## src/rtl/shift_reg_univ_if.sv

```systemverilog
// shift_reg_univ_if: control, data and status bundle for the universal shift register.
// The master side (operand latches / sequencer) drives requests and data; the
// slave side (the register) returns its contents and burst status.
interface shift_reg_univ_if #(
  parameter int WIDTH = 8
);
  localparam int CW = $clog2(WIDTH + 1);

  logic             load;
  logic [WIDTH-1:0] din;
  logic [2:0]       mode;
  logic             sin;
  logic             start;
  logic [CW-1:0]    cnt;
  logic [WIDTH-1:0] dout;
  logic             sout;
  logic             busy;
  logic             done;

  modport master (
    output load, din, mode, sin, start, cnt,
    input  dout, sout, busy, done
  );

  modport slave (
    input  load, din, mode, sin, start, cnt,
    output dout, sout, busy, done
  );
endinterface

```

## src/rtl/shift_reg_univ.sv

```systemverilog
// shift_reg_univ: parametrised universal shift register with parallel load,
// shift/rotate, serial in/out and a counted-burst engine (IDLE/RUN/DONE).
// Optional feature: define SHIFT_ASR_EN to make mode 101 an arithmetic shift
// right; when undefined, 101 behaves as HOLD.
module shift_reg_univ #(
  parameter int WIDTH = 8
) (
  input logic            clock,
  input logic            reset_n,
  shift_reg_univ_if.slave bus
);
  localparam int CW = $clog2(WIDTH + 1);

  typedef enum logic [1:0] {
    S_IDLE = 2'd0,
    S_RUN  = 2'd1,
    S_DONE = 2'd2
  } state_t;

  typedef enum logic [2:0] {
    M_HOLD = 3'b000,
    M_SHL  = 3'b001,
    M_SHR  = 3'b010,
    M_ROL  = 3'b011,
    M_ROR  = 3'b100,
    M_ASR  = 3'b101
  } mode_t;

  state_t           state, state_n;
  logic [WIDTH-1:0] dout_r, dout_n;
  logic             sout_r, sout_n;
  logic [2:0]       mode_r, mode_n;
  logic [CW-1:0]    rem, rem_n;

  logic [2:0]       op_mode;
  logic [WIDTH-1:0] sh_dout;
  logic             sh_sout;

  // One shift step of the current register contents; the burst uses the
  // latched mode, free-running operation uses the live mode input.
  assign op_mode = (state == S_RUN) ? mode_r : bus.mode;

  // Shift/rotate datapath: next register value and shifted-out bit.
  always_comb begin
    // NOTE: every always_comb output gets a default first so no path can leave
    // it unassigned; a missing default would infer a latch.
    sh_dout = dout_r;
    sh_sout = sout_r;
    case (op_mode)
      M_SHL: begin
        sh_dout = {dout_r[WIDTH-2:0], bus.sin};
        sh_sout = dout_r[WIDTH-1];
      end
      M_SHR: begin
        sh_dout = {bus.sin, dout_r[WIDTH-1:1]};
        sh_sout = dout_r[0];
      end
      M_ROL: begin
        sh_dout = {dout_r[WIDTH-2:0], dout_r[WIDTH-1]};
        sh_sout = dout_r[WIDTH-1];
      end
      M_ROR: begin
        sh_dout = {dout_r[0], dout_r[WIDTH-1:1]};
        sh_sout = dout_r[0];
      end
`ifdef SHIFT_ASR_EN
      M_ASR: begin
        sh_dout = {dout_r[WIDTH-1], dout_r[WIDTH-1:1]};
        sh_sout = dout_r[0];
      end
`endif
      default: begin
        sh_dout = dout_r;
        sh_sout = sout_r;
      end
    endcase
  end

  // Next-state and register-update logic for the burst FSM.
  always_comb begin
    state_n = state;
    dout_n  = dout_r;
    sout_n  = sout_r;
    mode_n  = mode_r;
    rem_n   = rem;
    case (state)
      S_IDLE: begin
        if (bus.load) begin
          dout_n = bus.din;
        end else if (bus.start) begin
          if (bus.cnt != '0) begin
            mode_n  = bus.mode;
            rem_n   = bus.cnt;
            state_n = S_RUN;
          end else begin
            state_n = S_DONE;
          end
        end else begin
          dout_n = sh_dout;
          sout_n = sh_sout;
        end
      end
      S_RUN: begin
        // A load aborts the burst; done is never raised for it.
        if (bus.load) begin
          dout_n  = bus.din;
          state_n = S_IDLE;
        end else begin
          dout_n = sh_dout;
          sout_n = sh_sout;
          rem_n  = rem - CW'(1);
          // rem is at least 1 in RUN, so this exit keeps it from underflowing.
          if (rem == CW'(1)) state_n = S_DONE;
        end
      end
      S_DONE: begin
        if (bus.load) dout_n = bus.din;
        state_n = S_IDLE;
      end
      default: state_n = S_IDLE;
    endcase
  end

  // State and datapath registers with synchronous active-low reset.
  always_ff @(posedge clock) begin
    // NOTE: sequential state uses non-blocking assignments so every register
    // samples the pre-edge values, independent of statement order.
    if (!reset_n) begin
      state  <= S_IDLE;
      dout_r <= '0;
      sout_r <= 1'b0;
      mode_r <= 3'b000;
      rem    <= '0;
    end else begin
      state  <= state_n;
      dout_r <= dout_n;
      sout_r <= sout_n;
      mode_r <= mode_n;
      rem    <= rem_n;
    end
  end

  assign bus.dout = dout_r;
  assign bus.sout = sout_r;
  assign bus.busy = (state == S_RUN);
  assign bus.done = (state == S_DONE);
endmodule
```

## src/flat_wrapper.sv

```systemverilog
// flat-port wrapper written by rule: the top's interface ports become plain ports
module shift_reg_univ_flat 
#(
  parameter int WIDTH = 8
)
  (clock, reset_n, bus_load, bus_din, bus_mode, bus_sin, bus_start, bus_cnt, bus_dout, bus_sout, bus_busy, bus_done);
  shift_reg_univ_if #(.WIDTH(WIDTH)) bus_i ();
  input logic clock;
  input logic reset_n;
  input wire logic [$bits(bus_i.load)-1:0] bus_load;
  input wire logic [$bits(bus_i.din)-1:0] bus_din;
  input wire logic [$bits(bus_i.mode)-1:0] bus_mode;
  input wire logic [$bits(bus_i.sin)-1:0] bus_sin;
  input wire logic [$bits(bus_i.start)-1:0] bus_start;
  input wire logic [$bits(bus_i.cnt)-1:0] bus_cnt;
  output wire logic [$bits(bus_i.dout)-1:0] bus_dout;
  output wire logic [$bits(bus_i.sout)-1:0] bus_sout;
  output wire logic [$bits(bus_i.busy)-1:0] bus_busy;
  output wire logic [$bits(bus_i.done)-1:0] bus_done;
  assign bus_i.load = bus_load;
  assign bus_i.din = bus_din;
  assign bus_i.mode = bus_mode;
  assign bus_i.sin = bus_sin;
  assign bus_i.start = bus_start;
  assign bus_i.cnt = bus_cnt;
  assign bus_dout = bus_i.dout;
  assign bus_sout = bus_i.sout;
  assign bus_busy = bus_i.busy;
  assign bus_done = bus_i.done;
  shift_reg_univ #(.WIDTH(WIDTH)) u_core (.clock(clock), .reset_n(reset_n), .bus(bus_i));
endmodule
```

## config.mk

```make
export PLATFORM = sky130hd
export DESIGN_NAME = shift_reg_univ_flat
export DESIGN_NICKNAME = d
export VERILOG_FILES = /design/src/rtl/shift_reg_univ_if.sv /design/src/rtl/shift_reg_univ.sv /design/src/flat_wrapper.sv
export SDC_FILE = /design/constraint.sdc
export NUM_CORES = 1
export LEC_CHECK = 0
export BUFFER_PORTS_ARGS = -buffer_cell sky130_fd_sc_hd__buf_2
export CAP_MARGIN = 10
export CORE_ASPECT_RATIO = 1.2
export CORE_MARGIN = 1
export CORE_UTILIZATION = 51
export DETAILED_ROUTE_END_ITERATION = 10
export GPL_TIMING_DRIVEN = 0
export PLACE_DENSITY_LB_ADDON = 0.08
export SLEW_MARGIN = 15
export SYNTH_ARGS = -nofsm -noshare
export SYNTH_HDL_FRONTEND = slang
export SYNTH_SLANG_ARGS = --single-unit
export TNS_END_PERCENT = 1
```

## constraint.sdc

```tcl
create_clock -name clock -period 2.4 [get_ports clock]
set_input_delay 0.12 -clock clock [delete_from_list [all_inputs] [get_ports clock]]
set_output_delay 0.12 -clock clock [all_outputs]
set_load 0.1 [all_outputs]
```

# ---- Word level (Yosys, flattened, before mapping)
# Cells that the tools add are included.
dict set report totals {
  word_cells 56
  in_bits 20
  register_bits 18
}
dict set report classes {
  n_reduce_logical 11
  eq_ne 15
  bitwise 1
  add_sub_neg 1
  n_mux 23
}
# op count
set op_table {}
lappend op_table {{$mux W8} 4}
lappend op_table {{$pmux W8 S4} 1}
lappend op_table {{$pmux W8 S3} 1}
lappend op_table {{$mux W4} 4}
lappend op_table {{$mux W2} 5}
lappend op_table {{$ne A2 B2 Y1 const B} 5}
lappend op_table {{$pmux W4 S2} 1}
lappend op_table {{$reduce_and A4 Y1} 2}
lappend op_table {{$eq A3 B2 Y1 const B} 2}
lappend op_table {{$reduce_and A3 Y1} 2}
lappend op_table {{$reduce_and A5 Y1} 1}
lappend op_table {{$eq A4 B1 Y1 const B} 1}
lappend op_table {{$pmux W1 S2} 2}
lappend op_table {{$pmux W2 S2} 1}
lappend op_table {{$reduce_bool A4 Y1} 1}
lappend op_table {{$reduce_or A2 Y1} 2}
lappend op_table {{$sub A4 B1 Y4 const B} 1}
lappend op_table {{$eq A3 B1 Y1 const B} 1}
lappend op_table {{$eq A3 B3 Y1 const B} 1}
lappend op_table {{$mux W1} 3}
lappend op_table {{$mux W3} 1}
lappend op_table {{$ne A3 B2 Y1 const B} 1}
lappend op_table {{$ne A3 B3 Y1 const B} 1}
lappend op_table {{$reduce_bool A3 Y1} 1}
lappend op_table {{other kinds (6)} 6}

# ---- Depth between registers and ports, before layout
# Gate-level depths: netlist (run 1).
dict set report logic_depth {
  depth_word 8
  depth_mapped 8
  mapped_depth_nobuf 6
}

# ---- Worst setup path before layout (run 1)
# No wires, ideal clock.
dict set report synth_timing {
  kind {reg2reg}
  start {register u_core.state[0]}
  end {register u_core.dout_r[6] (netlist: u_core.bus.dout[6])}
  required_ns 2.281
  path_slack_ns 0.281
  path_buffers 1
  synth_period_minus_slack_ns 2.119
  stages_incl_launch_ff 6
  arrival_time_ns 2.000
  setup_ns 0.119
  cell_sequence {dfxtp_1 and2b_1 nor2_1 clkbuf_1 a21oi_1 a22o_1}
}
dict set report synth_between {
  word_cells_on_any_way 17
  classes_between {eq/ne: 8; mux: 6; reduce/logical: 3}
}
# element line_no
set synth_rtl {}
lappend synth_rtl {{from (decl)} shift_reg_univ.sv:29} ;# state_t state, state_n;
lappend synth_rtl {{from (signal assigned)} shift_reg_univ.sv:135} ;# state <= state_n;
lappend synth_rtl {{$eq A2 B2 Y1 (*)} --}
lappend synth_rtl {{named net bus_done} flat_wrapper.sv:19} ;# output wire logic [$bits(bus_i.done)-1:0] bus_done;
lappend synth_rtl {{$ne A2 B2 Y1 (no source line) / $reduce_bool A3 Y1 (equally long branches)} --}
lappend synth_rtl {{$reduce_and A3 Y1 (no source line)} --}
lappend synth_rtl {{to (signal assigned)} shift_reg_univ.sv:136} ;# dout_r <= dout_n;
lappend synth_rtl {{to (decl)} shift_reg_univ.sv:30} ;# logic [WIDTH-1:0] dout_r, dout_n;
# The timed path passes the listed nets; every way through them passes the cells marked *. The select of a mux whose other input is x is not followed.
# A chain may end at the register's enable or synchronous reset.

# ---- Worst setup path after layout (run 1)
dict set report layout_timing {
  start {register u_core.state[0]}
  end {register u_core.dout_r[6] (netlist: u_core.bus.dout[6])}
}
dict set report layout_between {
  elab_chain_len 7
  word_cells_on_any_way 17
  classes_between {eq/ne: 8; mux: 6; reduce/logical: 3}
}
# element line_no
set layout_rtl {}
lappend layout_rtl {{$eq A2 B1 Y1} {shift_reg_univ.sv:41, shift_reg_univ.sv:86}}
lappend layout_rtl {{$mux W3} shift_reg_univ.sv:41} ;# assign op_mode = (state == S_RUN) ? mode_r : bus.mode;
lappend layout_rtl {{$eq A3 B3 Y1 (tied with other cells)} shift_reg_univ.sv:49} ;# case (op_mode)
lappend layout_rtl {{$pmux W8 S4} shift_reg_univ.sv:49}
lappend layout_rtl {{$mux W8} shift_reg_univ.sv:90} ;# end else if (bus.start) begin
lappend layout_rtl {{$mux W8} shift_reg_univ.sv:88} ;# if (bus.load) begin
lappend layout_rtl {{$pmux W8 S3} shift_reg_univ.sv:86} ;# case (state)
# Parallel ways exist; a longest one is shown, timed or not. The select of a mux whose other input is x is not followed.

==> impl_metrics.toml, run 1 <==
[sta]
worst_slew_pin_slew_ns = 0.545
drv_slew = 0
setup_viol = 0
clock_skew_ns = 0.00285
timing.hold.ws_ns = 0.0857
fmax_mhz = 506
timing.final.hold_violations = 0
fin_crit_ns = 1.98
slew_headroom = 0.637
tns_ns = 0
setup_ws_ns = 0.423
rsz0062_at_grt = "no"
fin_crit_sh = 0.824

[critical_path]
worst_ep_required_time_ns = 2.60
critical_path_arrival_ns = 2.18
cp-end-kind = "register"
cp_max_fo = 9
worstSetupPathType = "reg -> reg"
cp-start-kind = "register"

[cells_and_area]
drive_above_1_share = 0.266
layout_common_cells = "30 x buf_2, 21 x nor2_1, 18 x dfxtp_1, 15 x a21oi_1, 12 x mux2i_1"
final_common_cell = "buf_2"
fin_nets = 192
fin_util = 0.655
area_growth_pct = 19.5
antenna_cells = 0

[pwr]
pwr-share-seq = 0.398
power_leakage_uw = 0.000613
p_switching_uw = 375
power_frac_clock = 0.217
finalPower_uw = 896
p_comb_frac = 0.385
p_per_area_nw_per_um2 = 653
p_int_uw = 521
peakVddDrop_mv = 0.555
p_sw_frac = 0.419

[floorplan]
die_y_um = 54.0
dieArea_um2 = 2440
rows = 18
pin_count = 31
coreArea_um2 = 2090
die_w_um = 45.3
start_util = 0.548

[run_status]
status = "finished clean"

[logic_synthesis]
syn_area_um2 = 1150
ys_ff_latch = 18
synth.avg_cell_area_um2 = 8.50
syn_inst = 135
syn_nets = 157
synth-seq-area-share = 0.314
yosysWarnings = 0
ys_types = 40

[global_route]
grt_use_total = 0.237
grt_pass1_vias = 968
grt_antenna_before_repair = 0
grt_pass1_wl_um = 4210
gr-total-overflow = 0
grt_max_degree = 11

[clock_tree]
post_cts_resized = 0
post_cts_buffers = 0
postCtsHoldBufs = 0
cts.sinks = 18
cts_tree = "done"
cts_made_buffers = 3
cts_root_buf = "clkbuf_4"
clk_latency_ns = 0.30
clockBufferDepth = 2
clk_pin_slew_ns = 0.11
cts_max_level = 1

[min_path]
hold_class = "in -> reg"

[routing]
vias_per_cell = 5.52
routedWlPerCell_um = 12.9
dr.pass1.iters = 4
dr.first_iter.drc_count = 23
wl_um = 2560
ant_nets = 0
drc = 0
num_vias = 1099

[placement]
port-buffer-count = 30
dp_hpwl_um = 1950
dpl_worst_slack_ns = 0.438
gp_congestion = 0.790

[job]
maxCapViolCount = 0
-- layer usage --
layer | vias up | wire length [µm] | global-route usage
met5 | - | 0 | 0
met4 | 0 | 25 | 0.0758
met3 | 4 | 89 | 0.0403
met2 | 30 | 1280 | 0.423
met1 | 506 | 1170 | 0.285
li1 | 559 | - | -
-- path summary, 6_finish.rpt --
kind / start / end / slack (ns) / depth (start not counted)
hold / removal: bus_start / u_core.state[1] / 0.09 / 3
setup reg to reg: u_core.state[0] / u_core.bus.dout[6] / 0.42 / 5
hold reg to reg: u_core.rem[3] / u_core.rem[3] / 0.51 / 2
setup / recovery: u_core.state[0] / u_core.bus.dout[6] / 0.42 / 5
-- registers in the layout (all words and copies together), names as in the netlist --
signal           flops
u_core.bus.dout      8
u_core.bus.sout      1
u_core.mode_r        3
u_core.rem           4
u_core.state         2
-- logic make-up (layout without fill, tap and decap cells) --
family	after synthesis	after routing	share of synthesized area
buffers and inverters	13	47	0.0556
AOI/OAI and AO/OA	39	39	0.260
muxes	13	13	0.115
DFF	18	18	0.314
and+or+nand+nor	47	47	0.212
adders and majority gates	2	2	0.0218
xor gates and xnor gates	3	3	0.0229
-- synth_stat cells --
| library cell | count | area share |
|---|---|---|
| a211o_1 | 1 | 0.0076 |
| a211oi_1 | 2 | 0.013 |
| a21boi_0 | 1 | 0.0065 |
| a21o_1 | 1 | 0.0065 |
| a21oi_1 | 15 | 0.065 |
| a221oi_4 | 1 | 0.023 |
| a22o_1 | 7 | 0.053 |
| a31o_2 | 1 | 0.0076 |
| a31oi_1 | 1 | 0.0055 |
| a32o_1 | 2 | 0.017 |
| and2b_1 | 1 | 0.0065 |
| and3_1 | 1 | 0.0055 |
| buf_6 | 2 | 0.020 |
| clkbuf_1 | 3 | 0.0098 |
| clkinv_1 | 1 | 0.0033 |
| dfxtp_1 | 18 | 0.31 |
| ha_1 | 2 | 0.022 |
| inv_1 | 6 | 0.020 |
| inv_2 | 1 | 0.0033 |
| mux2_2 | 1 | 0.0098 |
| mux2i_1 | 12 | 0.10 |
| nand2_1 | 6 | 0.020 |
| nand2b_1 | 3 | 0.016 |
| nand2b_4 | 1 | 0.012 |
| nand3_1 | 3 | 0.013 |
| nand4_1 | 1 | 0.0055 |
| nor2_1 | 21 | 0.069 |
| nor3_1 | 1 | 0.0044 |
| nor3b_1 | 2 | 0.013 |
| nor4_1 | 1 | 0.0055 |
| o21ai_0 | 4 | 0.017 |
| o21ai_1 | 1 | 0.0044 |
| o311ai_0 | 1 | 0.0076 |
| o32ai_4 | 1 | 0.024 |
| or2_2 | 2 | 0.011 |
| or3_1 | 1 | 0.0055 |
| or3b_1 | 1 | 0.0076 |
| or3b_2 | 1 | 0.0076 |
| or4bb_1 | 1 | 0.0098 |
| xnor2_1 | 3 | 0.023 |
-- power by group through the flow --
stage / combinational [µW] / sequential, µW / clock [µW]
2_1_floorplan: 151 / 485 / 0
3_3_place_gp: 339 / 361 / 0
3_5_place_dp: 345 / 362 / 0
4_1_cts: 346 / 356 / 198
5_1_grt: 369 / 361 / 209
6_report: 345 / 356 / 194
-- cell type report --
type	count	area (µm²)
multi-input combinational	104	723
fill	201	723
sequential	18	360
timing repair buffer	30	150
tap	30	37.5
clock buffer	4	36.3
buffer	5	33.8
inverter	8	30.0
-- through the flow --
step	area, µm²	instances
6_report	1370	199
5_1_grt	1370	199
4_1_cts	1370	199
3_5_place_dp	1340	195
3_3_place_gp	1340	195
2_1_floorplan	1150	135
-- critical path, stage by stage (launching register included) --
cell and delay (ns):
dfxtp_1 0.54, or3b_1 0.43, o32ai_4 0.33, mux2i_1 0.24, a21oi_1 0.08, a22o_1 0.25
Power figures use the tool's default switching activity.
==> inputs of run 2 (changes only) <==
--- a/config.mk
+++ b/config.mk
@@ -9,7 +9,7 @@
 export CAP_MARGIN = 10
 export CORE_ASPECT_RATIO = 1.2
 export CORE_MARGIN = 1
-export CORE_UTILIZATION = 51
+export CORE_UTILIZATION = 46
 export DETAILED_ROUTE_END_ITERATION = 10
 export GPL_TIMING_DRIVEN = 0
 export PLACE_DENSITY_LB_ADDON = 0.08
==> constraint.sdc (replaced) <==
create_clock -name clock -period 1.8 [get_ports clock]
set_input_delay 0.09 -clock clock [delete_from_list [all_inputs] [get_ports clock]]
set_output_delay 0.09 -clock clock [all_outputs]
set_load 0.1 [all_outputs]
==> run 2 against run 1 <==
Compared with the run above:
- core utilization shrank 1.3 points
- non-clock buffer count grew 6
- global-route usage grew 0.32 points
- total power grew 40%
- critical path depth grew 1
- die area grew 10%
- cell area grew 9.0%
- maximum frequency grew 9.9%
- critical endpoint is now u_core.bus.dout[7]
==> impl_metrics.toml, run 2 (synthesized netlist as in run 1, its figures left out) <==
[pwr]
power_leakage_uw = 0.000654
p_sw_frac = 0.421
peakVddDrop_mv = 0.508
pwr-share-seq = 0.380
p_per_area_nw_per_um2 = 837
p_int_uw = 724
power_frac_clock = 0.211
p_switching_uw = 527
p_comb_frac = 0.409

[run_status]
status = "finished clean"

[clock_tree]
cts_tree = "done"
clk_pin_slew_ns = 0.10
clk_latency_ns = 0.31
cts_max_level = 1
cts_made_buffers = 3
clockBufferDepth = 2
cts.sinks = 18
cts_root_buf = "clkbuf_4"

[sta]
setup_ws_ns = 0.00119
slew_headroom = 0.670
drv_slew = 0
timing.hold.ws_ns = 0.0403
fmax_mhz = 556
setup_viol = 0
rsz0062_at_grt = "yes"
fin_crit_sh = 0.999
timing.final.hold_violations = 0
fin_crit_ns = 1.80
clock_skew_ns = 0.0104
worst_slew_pin_slew_ns = 0.495

[cells_and_area]
antenna_cells = 0
layout_common_cells = "30 x buf_2, 20 x nor2_1, 16 x dfxtp_1, 15 x a21oi_1, 10 x mux2i_1"
final_common_cell = "buf_2"
drive_above_1_share = 0.349
fillers = 215
largest_register_ffs = 8
fin_nets = 198
area_growth_pct = 30.3

[global_route]
grt_pass1_wl_um = 4660
grt_pass1_vias = 1092
gr-total-overflow = 0
grt_use_total = 0.241
grt_max_degree = 11
grt_antenna_before_repair = 0

[routing]
dr.pass1.iters = 4
wl_um = 3010
routedWlPerCell_um = 14.6
drc = 0
ant_nets = 0
dr.first_iter.drc_count = 26
num_vias = 1177
vias_per_cell = 5.71

[min_path]
hold_class = "in -> reg"
worstHoldStart = "bus_start"
hold_depth = 3

[critical_path]
critical_path_arrival_ns = 2.00
r2r.worst_path.cells = 6
cp-end-kind = "register"
r2r-start = "u_core.state[0]"
worst_ep_required_time_ns = 2.00
worstSetupPathType = "reg -> reg"
cp-start-kind = "register"
cp_max_fo = 8
crit_path_start = "u_core.state[0]"

[floorplan]
coreArea_um2 = 2330
rows = 19
pin_count = 31
die_y_um = 56.7
die_w_um = 47.6
dieArea_um2 = 2700
start_util = 0.492

[placement]
dp_hpwl_um = 2040
dpl_worst_slack_ns = -0.229
gp_congestion = 0.817
port-buffer-count = 30

[job]
maxCapViolCount = 0
[run 2: cell count changes in the layout (fill, tap and decap cells not counted), moves of 2 or more]
| cell | before | now |
|---|---|---|
| mux2i_1 | 12 | 10 |
| buf_4 | 0 | 5 |
| dfxtp_1 | 18 | 16 |
| buf_12 | 0 | 2 |
| dfxtp_4 | 0 | 2 |
[run 2: power groups by stage]
stage          Sequential, µW  Combinational, µW  Clock (µW)
2_1_floorplan             647                208           0
3_3_place_gp              481                459           0
3_5_place_dp              483                467           0
4_1_cts                   474                514         267
5_1_grt                   480                539         286
6_report                  475                511         264
[run 2: final timing paths]
path                             end  slack, ns
setup / recovery  u_core.bus.dout[7]      0.001
hold / removal       u_core.state[1]       0.04
setup reg to reg  u_core.bus.dout[7]      0.001
hold reg to reg        u_core.rem[3]       0.52
[run 2: critical path, cell delays in order (launching register included)]
cell and delay (ns):
dfxtp_4 0.42, or3b_4 0.40, o32ai_4 0.18, buf_12 0.16, o21ai_2 0.05, a211o_1 0.23, a32o_1 0.24
[run 2: what timing repair did]
action	CTS	global route
buffers inserted	6	2
gates resized for setup	11	6
setup endpoints to repair	9	9
gates cloned	1	0
endpoints found under the hold margin	0	0
pin swaps	5	6
hold buffers	0	0
[run 2: layer usage]
layer	wire length, µm	track usage
met1	1280	0.270
met2	1520	0.415
met3	118	0.0322
met4	92	0.123
met5	0	0
[run 2: final cells by class]
| class | count | area, µm² | share of cell area |
|---|---|---|---|
| buffer | 3 | 12.5 | 0.00837 |
| clock buffer | 4 | 36.3 | 0.0243 |
| inverter | 8 | 42.5 | 0.0285 |
| multi-input combinational | 104 | 758 | 0.507 |
| sequential | 18 | 368 | 0.246 |
| tap | 31 | 38.8 | 0.0259 |
| timing repair buffer | 38 | 239 | 0.160 |
[run 2: through the flow]
step	std cells	utilization	power (µW)	cell area [µm²]	setup TNS, ns
floorplan	135	-	855	1170	-0.303
global placement	196	0.582	940	1360	-1.23
finish	206	0.642	1250	1500	0
global route	206	0.642	1300	1500	-0.456
CTS	206	0.644	1260	1500	-0.110
detailed placement	196	0.582	951	1360	-1.47
